$ cat src/rtl/ooo_pkg.sv
// Shared types and constants for the out-of-order integer back end.
package ooo_pkg;

   localparam int TAGW = 4;
   localparam int DW   = 32;

   // ALU funct / opcode encodings (MIPS-style R-type + immediates)
   localparam logic [5:0] FUNCT_ADD   = 6'd32;
   localparam logic [5:0] FUNCT_SUB   = 6'd34;
   localparam logic [5:0] FUNCT_AND   = 6'd36;
   localparam logic [5:0] FUNCT_OR    = 6'd37;
   localparam logic [5:0] FUNCT_SLT   = 6'd42;
   localparam logic [5:0] OPCODE_RTYPE = 6'd0;
   localparam logic [5:0] OPCODE_ADDI  = 6'd8;

   typedef enum logic [2:0] {
      ITYPE_EMPTY  = 3'd0,
      ITYPE_ALU    = 3'd1,
      ITYPE_LOAD   = 3'd2,
      ITYPE_STORE  = 3'd3,
      ITYPE_BRANCH = 3'd4
   } itype_e;

   typedef struct packed {
      logic            valid;
      logic [TAGW-1:0] tag;
      logic [5:0]      funct;
      logic [5:0]      opcode;
      logic [DW-1:0]   v1;
      logic [TAGW-1:0] q1;
      logic            bsy1;
      logic [DW-1:0]   v2;
      logic [TAGW-1:0] q2;
      logic            bsy2;
   } rs_entry_t;

   // Apply a CDB broadcast to an entry: any pending operand whose producer
   // tag matches captures the broadcast value and stops waiting.
   function automatic rs_entry_t rs_snoop(input rs_entry_t e,
                                          input logic cv,
                                          input logic [TAGW-1:0] ct,
                                          input logic [DW-1:0] cval);
      rs_entry_t r;
      r = e;
      if (e.valid && cv && e.bsy1 && (e.q1 == ct)) begin
         r.v1   = cval;
         r.bsy1 = 1'b0;
      end
      if (e.valid && cv && e.bsy2 && (e.q2 == ct)) begin
         r.v2   = cval;
         r.bsy2 = 1'b0;
      end
      return r;
   endfunction

endpackage

$ cat src/rtl/alu_rs_sched_rs_entry.sv
// One reservation-station slot: storage, CDB snoop and ready flag.
// The woken view is what the slot would hold after this edge's broadcast;
// the top uses it as the source for both hold and shift-down moves.
module rs_entry
   import ooo_pkg::*;
(
   input  logic            clk,
   input  logic            rst,
   input  logic            flush_i,
   input  logic            cdb_valid_i,
   input  logic [TAGW-1:0] cdb_tag_i,
   input  logic [DW-1:0]   cdb_value_i,
   input  rs_entry_t       ent_d_i,
   output rs_entry_t       ent_q_o,
   output rs_entry_t       ent_woken_o,
   output logic            ready_o
);

   rs_entry_t ent_q;

   // Slot register; flush empties it regardless of the incoming value
   always_ff @(posedge clk or negedge rst) begin
      if (!rst) begin
         ent_q <= '0;
      end else if (flush_i) begin
         ent_q <= '0;
      end else begin
         ent_q <= ent_d_i;
      end
   end

   assign ent_q_o     = ent_q;
   assign ent_woken_o = rs_snoop(ent_q, cdb_valid_i, cdb_tag_i, cdb_value_i);
   // Ready uses registered state only, so a wakeup is selectable next cycle
   assign ready_o     = ent_q.valid && !ent_q.bsy1 && !ent_q.bsy2;

endmodule

$ cat src/rtl/alu_rs_sched.sv
// Reservation station + issue scheduler for the shared integer ALU.
// Slots form a compacting queue (slot 0 oldest); the oldest ready op is
// moved to an issue register that drives the ALU, and the ALU result is
// registered with its ROB tag for writeback.
module alu_rs_sched
   import ooo_pkg::*;
#(
   parameter int NENT = 4
)(
   input  logic            clk,
   input  logic            rst,
   input  logic            disp_valid,
   output logic            disp_ready,
   input  logic [TAGW-1:0] disp_tag,
   input  logic [5:0]      disp_funct,
   input  logic [5:0]      disp_opcode,
   input  logic [DW-1:0]   disp_v1,
   input  logic [TAGW-1:0] disp_q1,
   input  logic            disp_bsy1,
   input  logic [DW-1:0]   disp_v2,
   input  logic [TAGW-1:0] disp_q2,
   input  logic            disp_bsy2,
   input  logic            cdb_valid,
   input  logic [TAGW-1:0] cdb_tag,
   input  logic [DW-1:0]   cdb_value,
   input  logic            flush,
   output logic [DW-1:0]   alu_src1,
   output logic [DW-1:0]   alu_src2,
   output logic [5:0]      alu_funct,
   output logic [5:0]      alu_opcode,
   input  logic [DW-1:0]   alu_result,
   output logic            wb_valid,
   output logic [TAGW-1:0] wb_tag,
   output logic [DW-1:0]   wb_value
);

   localparam int OCCW = $clog2(NENT + 1);

   rs_entry_t        ent_q     [NENT];
   rs_entry_t        ent_woken [NENT];
   rs_entry_t        ent_d     [NENT];
   logic [NENT-1:0]  ready;
   logic [NENT-1:0]  sel_oh;
   logic [NENT-1:0]  shift_mask;
   logic             issue_fire;
   rs_entry_t        sel_ent;
   rs_entry_t        disp_raw;
   rs_entry_t        disp_ent;
   logic             disp_fire;
   logic [OCCW-1:0]  occ_q, occ_d;
   logic [OCCW-1:0]  free_idx;

   logic             iss_valid_q;
   logic [TAGW-1:0]  iss_tag_q;
   logic [DW-1:0]    alu_src1_q, alu_src2_q;
   logic [5:0]       alu_funct_q, alu_opcode_q;
   logic             wb_valid_q;
   logic [TAGW-1:0]  wb_tag_q;
   logic [DW-1:0]    wb_value_q;

   // Lowest-index ready slot wins; every slot at or above it shifts down
   always_comb begin
      sel_oh     = '0;
      shift_mask = '0;
      sel_ent    = '0;
      issue_fire = 1'b0;
      for (int i = 0; i < NENT; i++) begin
         if (!issue_fire && ready[i]) begin
            sel_oh[i]  = 1'b1;
            sel_ent    = ent_q[i];
            issue_fire = 1'b1;
         end
         shift_mask[i] = issue_fire;
      end
   end

   // Dispatched op as stored, including bypass of a same-cycle broadcast
   always_comb begin
      disp_raw        = '0;
      disp_raw.valid  = 1'b1;
      disp_raw.tag    = disp_tag;
      disp_raw.funct  = disp_funct;
      disp_raw.opcode = disp_opcode;
      disp_raw.v1     = disp_v1;
      disp_raw.q1     = disp_q1;
      disp_raw.bsy1   = disp_bsy1;
      disp_raw.v2     = disp_v2;
      disp_raw.q2     = disp_q2;
      disp_raw.bsy2   = disp_bsy2;
   end

   assign disp_ent   = rs_snoop(disp_raw, cdb_valid, cdb_tag, cdb_value);
   assign disp_ready = (occ_q < OCCW'(NENT));
   assign disp_fire  = disp_valid && disp_ready;
   // Valid slots are contiguous from 0, so the first free slot after this
   // edge's compaction is the post-issue occupancy.
   assign free_idx   = occ_q - OCCW'(issue_fire);

   for (genvar gi = 0; gi < NENT; gi++) begin : g_slot
      rs_entry_t slot_above;
      if (gi == NENT - 1) begin : g_top
         assign slot_above = '0;
      end else begin : g_mid
         assign slot_above = ent_woken[gi + 1];
      end

      assign ent_d[gi] = (disp_fire && (free_idx == OCCW'(gi))) ? disp_ent :
                         shift_mask[gi]                         ? slot_above :
                                                                  ent_woken[gi];

      rs_entry u_entry (
         .clk         (clk),
         .rst         (rst),
         .flush_i     (flush),
         .cdb_valid_i (cdb_valid),
         .cdb_tag_i   (cdb_tag),
         .cdb_value_i (cdb_value),
         .ent_d_i     (ent_d[gi]),
         .ent_q_o     (ent_q[gi]),
         .ent_woken_o (ent_woken[gi]),
         .ready_o     (ready[gi])
      );
   end

   assign occ_d = flush ? '0 : (occ_q - OCCW'(issue_fire) + OCCW'(disp_fire));

   // Occupancy counter; issue and dispatch in one cycle cancel out
   always_ff @(posedge clk or negedge rst) begin
      if (!rst) begin
         occ_q <= '0;
      end else begin
         occ_q <= occ_d;
      end
   end

   // Issue register: loads the selected op; ALU inputs hold when idle
   always_ff @(posedge clk or negedge rst) begin
      if (!rst) begin
         iss_valid_q  <= 1'b0;
         iss_tag_q    <= '0;
         alu_src1_q   <= '0;
         alu_src2_q   <= '0;
         alu_funct_q  <= '0;
         alu_opcode_q <= '0;
      end else if (flush) begin
         iss_valid_q  <= 1'b0;
      end else begin
         iss_valid_q <= issue_fire;
         if (issue_fire) begin
            iss_tag_q    <= sel_ent.tag;
            alu_src1_q   <= sel_ent.v1;
            alu_src2_q   <= sel_ent.v2;
            alu_funct_q  <= sel_ent.funct;
            alu_opcode_q <= sel_ent.opcode;
         end
      end
   end

   // Writeback register: captures the combinational ALU result one cycle later
   always_ff @(posedge clk or negedge rst) begin
      if (!rst) begin
         wb_valid_q <= 1'b0;
         wb_tag_q   <= '0;
         wb_value_q <= '0;
      end else begin
         wb_valid_q <= iss_valid_q && !flush;
         if (iss_valid_q && !flush) begin
            wb_tag_q   <= iss_tag_q;
            wb_value_q <= alu_result;
         end
      end
   end

   assign alu_src1   = alu_src1_q;
   assign alu_src2   = alu_src2_q;
   assign alu_funct  = alu_funct_q;
   assign alu_opcode = alu_opcode_q;
   assign wb_valid   = wb_valid_q;
   assign wb_tag     = wb_tag_q;
   assign wb_value   = wb_value_q;

endmodule

$ cat config.mk
export PLATFORM = sky130hd
export DESIGN_NAME = alu_rs_sched
export DESIGN_NICKNAME = d
export VERILOG_FILES = /design/src/rtl/ooo_pkg.sv /design/src/rtl/alu_rs_sched_rs_entry.sv /design/src/rtl/alu_rs_sched.sv
export SDC_FILE = /design/constraint.sdc
export NUM_CORES = 1
export LEC_CHECK = 0
export BUFFER_PORTS_ARGS = -buffer_cell sky130_fd_sc_hd__buf_2
export CAP_MARGIN = 20
export CORE_MARGIN = 8
export CORE_UTILIZATION = 30
export CTS_CLUSTER_SIZE = 28
export DETAILED_ROUTE_END_ITERATION = 10
export GPL_TIMING_DRIVEN = 0
export PLACE_DENSITY_LB_ADDON = 0.05
export RECOVER_POWER = 100
export SYNTH_ARGS = -nofsm -noshare
export SYNTH_HDL_FRONTEND = slang
export SYNTH_SLANG_ARGS = --single-unit
$ cat constraint.sdc
create_clock -name clk -period 4.1 [get_ports clk]
set_input_delay 0.41 -clock clk [delete_from_list [all_inputs] [get_ports clk]]
set_output_delay 0.41 -clock clk [all_outputs]
set_load 0.005 [all_outputs]
; ---- Word-level counts from Yosys, hierarchy flattened
; Index checks and enable logic that the tools add are counted.
[totals]
register_bits = 485
in_bits = 163
output_inout_bits = 114
elab_cells = 170
[classes]
n_addsub = 2
magnitude_cmp = 1
eq_ne = 13
muxes = 42
n_bitwise = 1
n_reduce_logical = 61
[ops]
columns = operator, count
row1 = two-way mux 91 bit, 12
row2 = two-way mux 90 bit, 4
row3 = two-way mux 32 bit, 10
row4 = logical AND 1 bit, 41
row5 = equality test 4 bit, 10
row6 = two-way mux 1 bit, 15
row7 = zero test 1 bit, 12
row8 = nonzero test 3 bit, 4
row9 = nonzero test 4 bit, 2
row10 = equality test 3 x 2 -> 1 bit (second input constant), 2
row11 = adder 3 x 1 -> 3 bit, 1
row12 = equality test 3 x 1 -> 1 bit (second input constant), 1
row13 = zero test 3 bit, 1
row14 = less-than comparator 3 bit (second input constant), 1
row15 = two-way mux 3 bit, 1
row16 = subtractor 3 x 1 -> 3 bit, 1
row17 = AND reduction 2 bit, 1
row18 = NOT 1 bit, 1

; ---- Longest topological paths before layout
; Gate-level depths: netlist of the first run.
[depth]
word_depth = 18
mapped_depth = 13
depth_no_buf = 10

; ---- Modules after synthesis
; Synthesis of the first run repeated with hierarchy kept, for this count alone.
[unflattened]
hier_cells = 3496
area_unflattened_um2 = 32603.8
[modules_own_cells]
columns = mod, instances, cells_per_inst, area_each_um2, seq_area_each_um2
row1 = rs_entry, 4, 304, 4241.6, 2277.2
row2 = alu_rs_sched, 1, 2280, 15637.5, 3027.9

; ---- Worst setup path before layout of the first run
; Ideal clock, no wire load.
[synth_path]
path_type = register to register
startpoint = register, netlist name g_slot[0].u_entry.ent_q_o[90]
endpoint = register, netlist name g_slot[1].u_entry.ent_q_o[44]
setup_ps = 146
arrival_ps = 2687
required_ps = 3954
path_slack_ps = 1266
stages_incl_launch_ff = 14
path_buffers = 3
period_less_slack_ps = 2834
cell_sequence = dfrtp_1 > nor3b_1 > buf_2 > nor3_4 > nand2_1 > ha_1 > ha_1 > nor3b_2 > nand2_1 > or2_2 > clkbuf_1 > nand2_2 > buf_2 > o32ai_1
[synth_via]
elab_chain_len = 17
elab_cells_between_ends = 18
cone_classes = 1 x add/sub / 1 x eq/ne / 7 x mux / 9 x reduce/logical
[synth_rtl]
columns = item, line
row1 = logical AND 1 bit (*) (2 in series), alu_rs_sched_rs_entry.sv:35  ; assign ready_o = ent_q.valid && !ent_q.bsy1 && !ent_q.bsy2;
row2 = two-way mux 1 bit (*), alu_rs_sched.sv:68  ; if (!issue_fire && ready[i]) begin
row3 = zero test 1 bit, alu_rs_sched.sv:68
row4 = logical AND 1 bit, alu_rs_sched.sv:68
row5 = two-way mux 1 bit (*), alu_rs_sched.sv:68
row6 = zero test 1 bit, alu_rs_sched.sv:68
row7 = logical AND 1 bit, alu_rs_sched.sv:68
row8 = two-way mux 1 bit, alu_rs_sched.sv:68
row9 = zero test 1 bit, alu_rs_sched.sv:68
row10 = logical AND 1 bit, alu_rs_sched.sv:68
row11 = two-way mux 1 bit, alu_rs_sched.sv:68
row12 = subtractor 3 x 1 -> 3 bit, alu_rs_sched.sv:97  ; assign free_idx = occ_q - OCCW'(issue_fire);
row13 = equality test 3 x 1 -> 1 bit, alu_rs_sched.sv:107  ; assign ent_d[gi] = (disp_fire && (free_idx == OCCW'(gi))) ? disp_ent :
row14 = logical AND 1 bit, alu_rs_sched.sv:107
row15 = two-way mux 91 bit (*), alu_rs_sched.sv:107
row16 = two-way mux 91 bit (*), alu_rs_sched_rs_entry.sv:25  ; end else if (flush_i) begin
; Every way passes the cells marked *; elsewhere a longest branch is shown, timed or not. The select of a mux whose other input is x is not followed.
; A chain may end at the register's enable or synchronous reset.

; ---- Worst setup path after layout of the first run
[layout_path]
startpoint = register, netlist name g_slot[1].u_entry.ent_q_o[0]
endpoint = register alu_opcode_q[0] (netlist: alu_opcode[0])
[layout_via]
elab_chain_len = 11
elab_cells_between_ends = 14
cone_classes = 6 x mux / 8 x reduce/logical
[layout_rtl]
columns = item, line
row1 = zero test 1 bit (*), alu_rs_sched_rs_entry.sv:35
row2 = logical AND 1 bit (*), alu_rs_sched_rs_entry.sv:35
row3 = logical AND 1 bit (*), alu_rs_sched.sv:68
row4 = two-way mux 1 bit, alu_rs_sched.sv:68
row5 = zero test 1 bit, alu_rs_sched.sv:68
row6 = logical AND 1 bit, alu_rs_sched.sv:68
row7 = two-way mux 1 bit, alu_rs_sched.sv:68
row8 = zero test 1 bit, alu_rs_sched.sv:68
row9 = logical AND 1 bit, alu_rs_sched.sv:68
row10 = two-way mux 1 bit, alu_rs_sched.sv:68
row11 = AND reduction 2 bit (no line), -
row12 = to (signal assigned), alu_rs_sched.sv:154  ; alu_opcode_q <= sel_ent.opcode;
row13 = to (decl), alu_rs_sched.sv:56  ; logic [5:0] alu_funct_q, alu_opcode_q;
; Every way passes the cells marked *; elsewhere a longest branch is shown, timed or not.

==> results of run 1 <==
## cells by family after synthesis
kind of cell | Yosys count | share of synthesized area [%]
buffers and inverters | 329 | 5.86
DFF | 485 | 45.4
xor gates and xnor gates | 42 | 1.38
AOI/OAI and AO/OA | 1048 | 30.3
muxes | 184 | 7.05
adders and majority gates | 2 | 0.0935
and+or+nand+nor | 599 | 9.91
## power breakdown
group / switching (mW) / internal (mW)
registers: 1.38 / 6.77
logic: 9.49 / 4.82
clock network: 2.32 / 3.38
## worst reg2reg max path: stages, from the launching register on
cell and delay [ns]:
dfrtp_1 0.41, nor3b_1 0.25, buf_2 0.51, nor3_4 0.08, a21oi_1 0.76, clkbuf_2 0.54, clkbuf_2 0.72, buf_2 0.52
a31oi_1 0.16
## stage by stage
step	util, %	setup slack [ns]	power, mW
global route	36.0	0.00828	29.6
CTS	36.3	0.0270	28.3
global placement	33.5	-8.51	22.3
floorplan	-	1.27	16.5
detailed placement	33.7	-0.389	22.5
finish	36.0	0.00571	28.2
## path summary, 6_finish.rpt
| check | from | depth (start not counted) | endpoint |
|---|---|---|---|
| worst min register to register | g_slot[0].u_entry.ent_q_o[46] | 2 | g_slot[0].u_entry.ent_q_o[46] |
| worst max register to register | g_slot[1].u_entry.ent_q_o[0] | 8 | alu_opcode[0] |
| min in group asynchronous | rst | 2 | alu_src1[13] |
| worst min-delay path | alu_result[21] | 2 | wb_value[21] |
| worst max-delay path | g_slot[1].u_entry.ent_q_o[0] | 8 | alu_opcode[0] |
| max in group asynchronous | rst | 5 | g_slot[1].u_entry.ent_q_o[75] |
## cell type report
| type | instances | area [µm²] | area share (%) |
|---|---|---|---|
| multi-input combinational | 1875 | 12900 | 40.6 |
| sequential | 485 | 12100 | 38.1 |
| clock buffer | 83 | 1740 | 5.46 |
| timing repair buffer | 309 | 1680 | 5.27 |
| buffer | 323 | 1550 | 4.87 |
| tap | 1165 | 1460 | 4.58 |
| clock inverter | 25 | 318 | 0.998 |
| inverter | 6 | 22.5 | 0.0707 |
| antenna | 2 | 5.00 | 0.0157 |
## layout by cell type (no fill, tap or decap), types with 11 or more instances in the layout
cell type        n
a211oi_1       181
a211oi_2        20
a21boi_0        58
a21boi_1        11
a21oi_1        107
a221o_1         80
a22o_1          24
a311oi_1        73
a31o_2          57
a31oi_1         84
and3_1          77
buf_2          241
buf_4           22
buf_6           13
clkbuf_1       282
clkbuf_16       61
clkbuf_2        41
clkbuf_8        13
clkinv_2        12
dfrtp_1        485
dlygate4sd3_1   31
mux2_2          36
mux2i_1        148
nand2_1        309
nor2_1         160
o21ai_0         69
o21ai_1         17
o221ai_1        64
o22ai_1         64
o32ai_1        126
xnor2_1         14
xor2_1          28
## flip-flops by register name (all words and copies together), names as in the netlist
register	count
wb_valid	1
wb_tag	4
wb_value	32
iss_tag_q	4
alu_src1	32
g_slot.u_entry.ent_q_o	364
occ_q	3
alu_opcode	6
alu_src2	32
alu_funct	6
iss_valid_q	1
## per-layer routing
| metal | track usage [%] | up-vias | routed length (µm) |
|---|---|---|---|
| li1 | - | 11200 | - |
| met1 | 36.8 | 13600 | 60300 |
| met2 | 42.8 | 1292 | 63800 |
| met3 | 5.62 | 282 | 11200 |
| met4 | 9.91 | 2 | 5110 |
| met5 | 0 | - | 14 |
## repair_timing
| item | in CTS | in global routing |
|---|---|---|
| resized for setup | 6 | 21 |
| pin swaps | 0 | 0 |
| hold endpoints to repair | 105 | 0 |
| setup endpoints to repair | 83 | 190 |
| hold buffers | 31 | 0 |
==> impl_metrics.csv, run 1 <==
group,metric,value,unit
floorplan,row_count,109,
layout,fill_cells,9155,
place,dpl_cell_area,0.0297,mm²
layout,post_route_cells_drive_above_1_share,18.1,%
pwr,ir_worst_vdd,0.350,mV
floorplan,initial_core_util,30.3,%
timing,skew,0.0275,ns
timing,worst_pin_slew,2.19,ns
floorplan,core_area,0.0884,mm²
grt,grt_pass1_wl,200,mm
worst_setup_path,required,4.57,ns
layout,postLayoutCellArea,0.0318,mm²
synth,synth_cells,2689,
grt,grt_max_degree,110,
place,port_buffers,271,
detailed_routing,viasPerCell,6.16,
grt,grt_overflow,0,
synth,async_flop_share,100,%
layout,final_cell_count_no_fill,4273,
detailed_routing,drt_iter0_drc,3000,
synth,synth.most_common_cell,"dfrtp_1",
clocking,cts_inserted_buffers,60,
synth,ys_seq_area_share,45.4,%
grt,track_usage,27.2,%
clocking,clock_latency,0.64,ns
timing,finalSetupViolCount,0,
detailed_routing,drt_wl_total,140,mm
grt,antenna_found_initial,6,
place,dp.cells,4132,
timing,setup_tns,0,ns
detailed_routing,drt_first_pass_iters,8,
worst_setup_path,crit_family,"buffers and inverters",
synth,synth_edf_count,0,
synth,synth.ff_latch_count,485,
synth,synthFlopType,"dfrtp_1",
synth,syn_nets,2854,
worst_setup_path,crit_path_end_kind,"flip-flop",
min_path,hold_path.class,"input pin to flip-flop",
worst_setup_path,crit_fanout,10,
timing,maxSlewHeadroom,-46.0,%
floorplan,fp.dieH,315,µm
synth,synth-warning-count,0,
synth,yosys-top-cells-area,"dfrtp_1 45%, mux2i_1 5.5%, a211oi_1 5.1%",
worst_setup_path,crit_arrival,4.57,ns
floorplan,fp.dieArea,0.0990,mm²
detailed_routing,routedWlPerCell,32.9,µm
clocking,cts_setup_buffers,0,
synth,synthesis.area,0.0267,mm²
clocking,htreeDepth,2,
grt,grt_pass1_vias,27100,
floorplan,die_w,315,µm
place,hpwl,101,mm
layout,synthToLayoutAreaGrowth,19.0,%
floorplan,io_pins,277,
outcome,status,"finished with violations",
synth,yosysTopAreaCellShare,45.4,%
clocking,root_buffer,"clkbuf_16",
worst_setup_path,slowest_delay,0.76,ns
pwr,p_leak,13.4,nW
clocking,clock_sinks,485,
worst_setup_path,rrSetupSlack,0.006,ns
timing,fmax,244,MHz
clocking,clkTransAtPathRegs,0.06,ns
worst_setup_path,path_cells,"nor3b_1 -> buf_2 -> nor3_4 -> a21oi_1 -> clkbuf_2 -> clkbuf_2 -> buf_2 -> a31oi_1",
place,gp_congestion,0.903,
synth,synth.avg_cell_area,9.95,µm²
timing,final.period_utilization,99.9,%
layout,fin_nets,3225,
run,maxCapViolCount,1,
synth,netlist_top_cells_count,"485 x dfrtp_1, 311 x nand2_1, 181 x a211oi_1, 175 x clkbuf_1, 161 x nor2_1",
detailed_routing,num_vias,26300,
timing,finalHoldViolCount,0,
synth,ys_types,60,
detailed_routing,drc_errors,0,
detailed_routing,ant_nets,0,
timing,rsz0062_at_grt,"no",
timing,period_minus_slack,4.09,ns
clocking,cts_tree,"built",
worst_setup_path,timing.critical_path.buf_inv,4,
worst_setup_path,critPathSlowestCell,"a21oi_1",
worst_setup_path,worstSetupPathType,"flip-flop to flip-flop",
synth,synth_top_area_cell,"dfrtp_1",
worst_setup_path,start_kind,"flip-flop",
timing,timing.hold.ws,0.0307,ns
timing,finalMaxSlewViolations,76,
pwr,power_density,884,mW/mm²
outcome,violations,"capacitance limit, slew limit",
clocking,clockBufferDepth,3,
No activity file was read; power rests on OpenSTA's default activity.
==> run 2: changes to the inputs <==
--- a/config.mk
+++ b/config.mk
@@ -9,6 +9,7 @@
 export CAP_MARGIN = 20
 export CORE_MARGIN = 8
 export CORE_UTILIZATION = 30
+export CTS_BUF_LIST = sky130_fd_sc_hd__clkbuf_16
 export CTS_CLUSTER_SIZE = 28
 export DETAILED_ROUTE_END_ITERATION = 10
 export GPL_TIMING_DRIVEN = 0
==> impl_metrics.csv, run 2 (synthesis results as in run 1) <==
group,metric,value,unit
place,dp.cells,4132,
pwr,power_density,879,mW/mm²
worst_setup_path,slowest_delay,0.50,ns
clocking,cts_tree,"built",
timing,maxSlewHeadroom,-44.7,%
detailed_routing,drt_wl_total,140,mm
detailed_routing,drt_first_pass_iters,8,
pwr,p_leak,13.3,nW
clocking,clock_sinks,485,
worst_setup_path,worstRegToRegCells,13,
worst_setup_path,critPathSlowestCell,"o21ai_1",
min_path,whs_path_depth,2,
layout,finalCoreUtilization,35.9,%
timing,final.period_utilization,98.7,%
timing,finalSetupViolCount,0,
place,port_buffers,271,
floorplan,initial_core_util,30.3,%
layout,largest_reg_flops,364,
place,hpwl,101,mm
clocking,cts_inserted_buffers,60,
timing,timing.final.ws_setup,0.0528,ns
floorplan,fp.dieH,315,µm
timing,worst_pin_slew,2.17,ns
floorplan,die_w,315,µm
clocking,clock_latency,0.64,ns
worst_setup_path,path_cells,"nor3b_1 -> buf_2 -> nor3_4 -> nand2_1 -> ha_1 -> ha_1 -> clkbuf_1 -> and3_1 -> clkbuf_1 -> nor2_1 -> o21ai_1 -> clkbuf_2 -> o221ai_1",
layout,final_common_cell,"dfrtp_1",
clocking,htreeDepth,2,
timing,setup_tns,0,ns
layout,synthToLayoutAreaGrowth,18.5,%
clocking,root_buffer,"clkbuf_16",
layout,final_cell_mix,"485 x dfrtp_1, 309 x nand2_1, 273 x clkbuf_1",
outcome,status,"finished with violations",
layout,fin_nets,3224,
clocking,clockBufferDepth,3,
grt,grt_max_degree,110,
run,maxCapViolCount,1,
floorplan,io_pins,277,
detailed_routing,drc_errors,0,
floorplan,row_count,109,
timing,finalMaxSlewViolations,76,
place,gp_congestion,0.903,
timing,skew,0.0261,ns
worst_setup_path,worstSetupPathType,"flip-flop to flip-flop",
worst_setup_path,crit_family,"buffers and inverters",
worst_setup_path,start_kind,"flip-flop",
min_path,hold_path.class,"input pin to flip-flop",
layout,final_cell_count_no_fill,4273,
layout,post_route_cells_drive_above_1_share,17.7,%
grt,grt_overflow,0,
detailed_routing,drt_iter0_drc,3025,
detailed_routing,num_vias,26500,
detailed_routing,viasPerCell,6.20,
grt,antenna_found_initial,6,
outcome,violations,"capacitance limit, slew limit",
worst_setup_path,crit_fanout,10,
timing,fmax,247,MHz
detailed_routing,ant_nets,0,
pwr,power,27.9,mW
worst_setup_path,cp.depth,13,
floorplan,fp.dieArea,0.0990,mm²
grt,grt_pass1_vias,27100,
timing,rsz0062_at_grt,"no",
worst_setup_path,crit_arrival,4.53,ns
timing,finalHoldViolCount,0,
worst_setup_path,timing.critical_path.buf_inv,4,
floorplan,core_area,0.0884,mm²
worst_setup_path,required,4.58,ns
grt,grt_pass1_wl,200,mm
pwr,ir_worst_vdd,0.348,mV
detailed_routing,routedWlPerCell,32.8,µm
clocking,clkTransAtPathRegs,0.06,ns
grt,track_usage,27.2,%
timing,period_minus_slack,4.05,ns
worst_setup_path,crit_path_end_kind,"flip-flop",
place,place_ws,-0.389,ns
run 2: changes by cell type in the layout (fill, tap and decap cells not counted), sizes merged:
cell	delta
diode	+1
inv	+9
dlygate4sd3	-1
clkbuf	-22
clkinv	+13
run 2: where the power goes:
group / leakage, nW / total, mW / internal, mW / switching [mW]
sequential: 6.39 / 8.14 / 6.77 / 1.37
clock: 0.975 / 5.42 / 3.11 / 2.31
combinational: 5.96 / 14.3 / 4.82 / 9.48
total: 13.3 / 27.9 / 14.7 / 13.2
run 2: routing by layer:
metal	vias up	wire length (µm)	global-route usage, %
met5	-	14	0
met4	2	5480	9.94
met3	313	11700	5.63
met2	1318	63300	42.6
met1	13700	59800	36.8
li1	11100	-	-
run 2: area by class of cell:
class | count | area [µm²]
diodes | 3 | 7.51
plain buffers | 323 | 1550
clock buffers | 61 | 1530
clock inverters | 47 | 400
fillers | 9174 | 56700
inverters | 6 | 22.5
multi-input cells | 1875 | 12900
flip-flops and latches | 485 | 12100
well taps | 1165 | 1460
repair buffers | 308 | 1670
run 2: worst register-to-register path: cells and delay by family (launching register included):
family / cells / cell delay, ns
adder cells (fa/ha/maj): 2 / 0.47
flip-flops: 1 / 0.42
buffers and inverters: 4 / 1.41
AND/OR/NAND/NOR: 5 / 0.87
AO/OA/AOI/OAI: 2 / 0.73
run 2: worst paths after layout:
check	from	end	slack [ns]
min	alu_result[28]	wb_value[28]	0.03
min in group asynchronous	rst	alu_src1[13]	0.91
max	g_slot[1].u_entry.ent_q_o[90]	g_slot[0].u_entry.ent_q_o[15]	0.05
max reg2reg	g_slot[1].u_entry.ent_q_o[90]	g_slot[0].u_entry.ent_q_o[15]	0.05
max in group asynchronous	rst	g_slot[0].u_entry.ent_q_o[74]	0.65
min reg2reg	g_slot[0].u_entry.ent_q_o[46]	g_slot[0].u_entry.ent_q_o[46]	0.48
run 2: stage by stage:
step / area, µm² / hold WS, ns
floorplan: 26700 / 0.114
global placement: 29600 / 0.464
detailed placement: 29700 / 0.441
CTS: 32000 / 0.000145
global route: 31700 / 0.00661
finish: 31700 / 0.0269
run 2: what timing repair did:
action / 4_1_cts / 5_1_grt
hold buffers: 30 / 0
setup buffers: 0 / 0
setup endpoints to repair: 83 / 184
endpoints found under the hold margin: 104 / 0
gates resized for setup: 6 / 21
pin swaps: 0 / 0
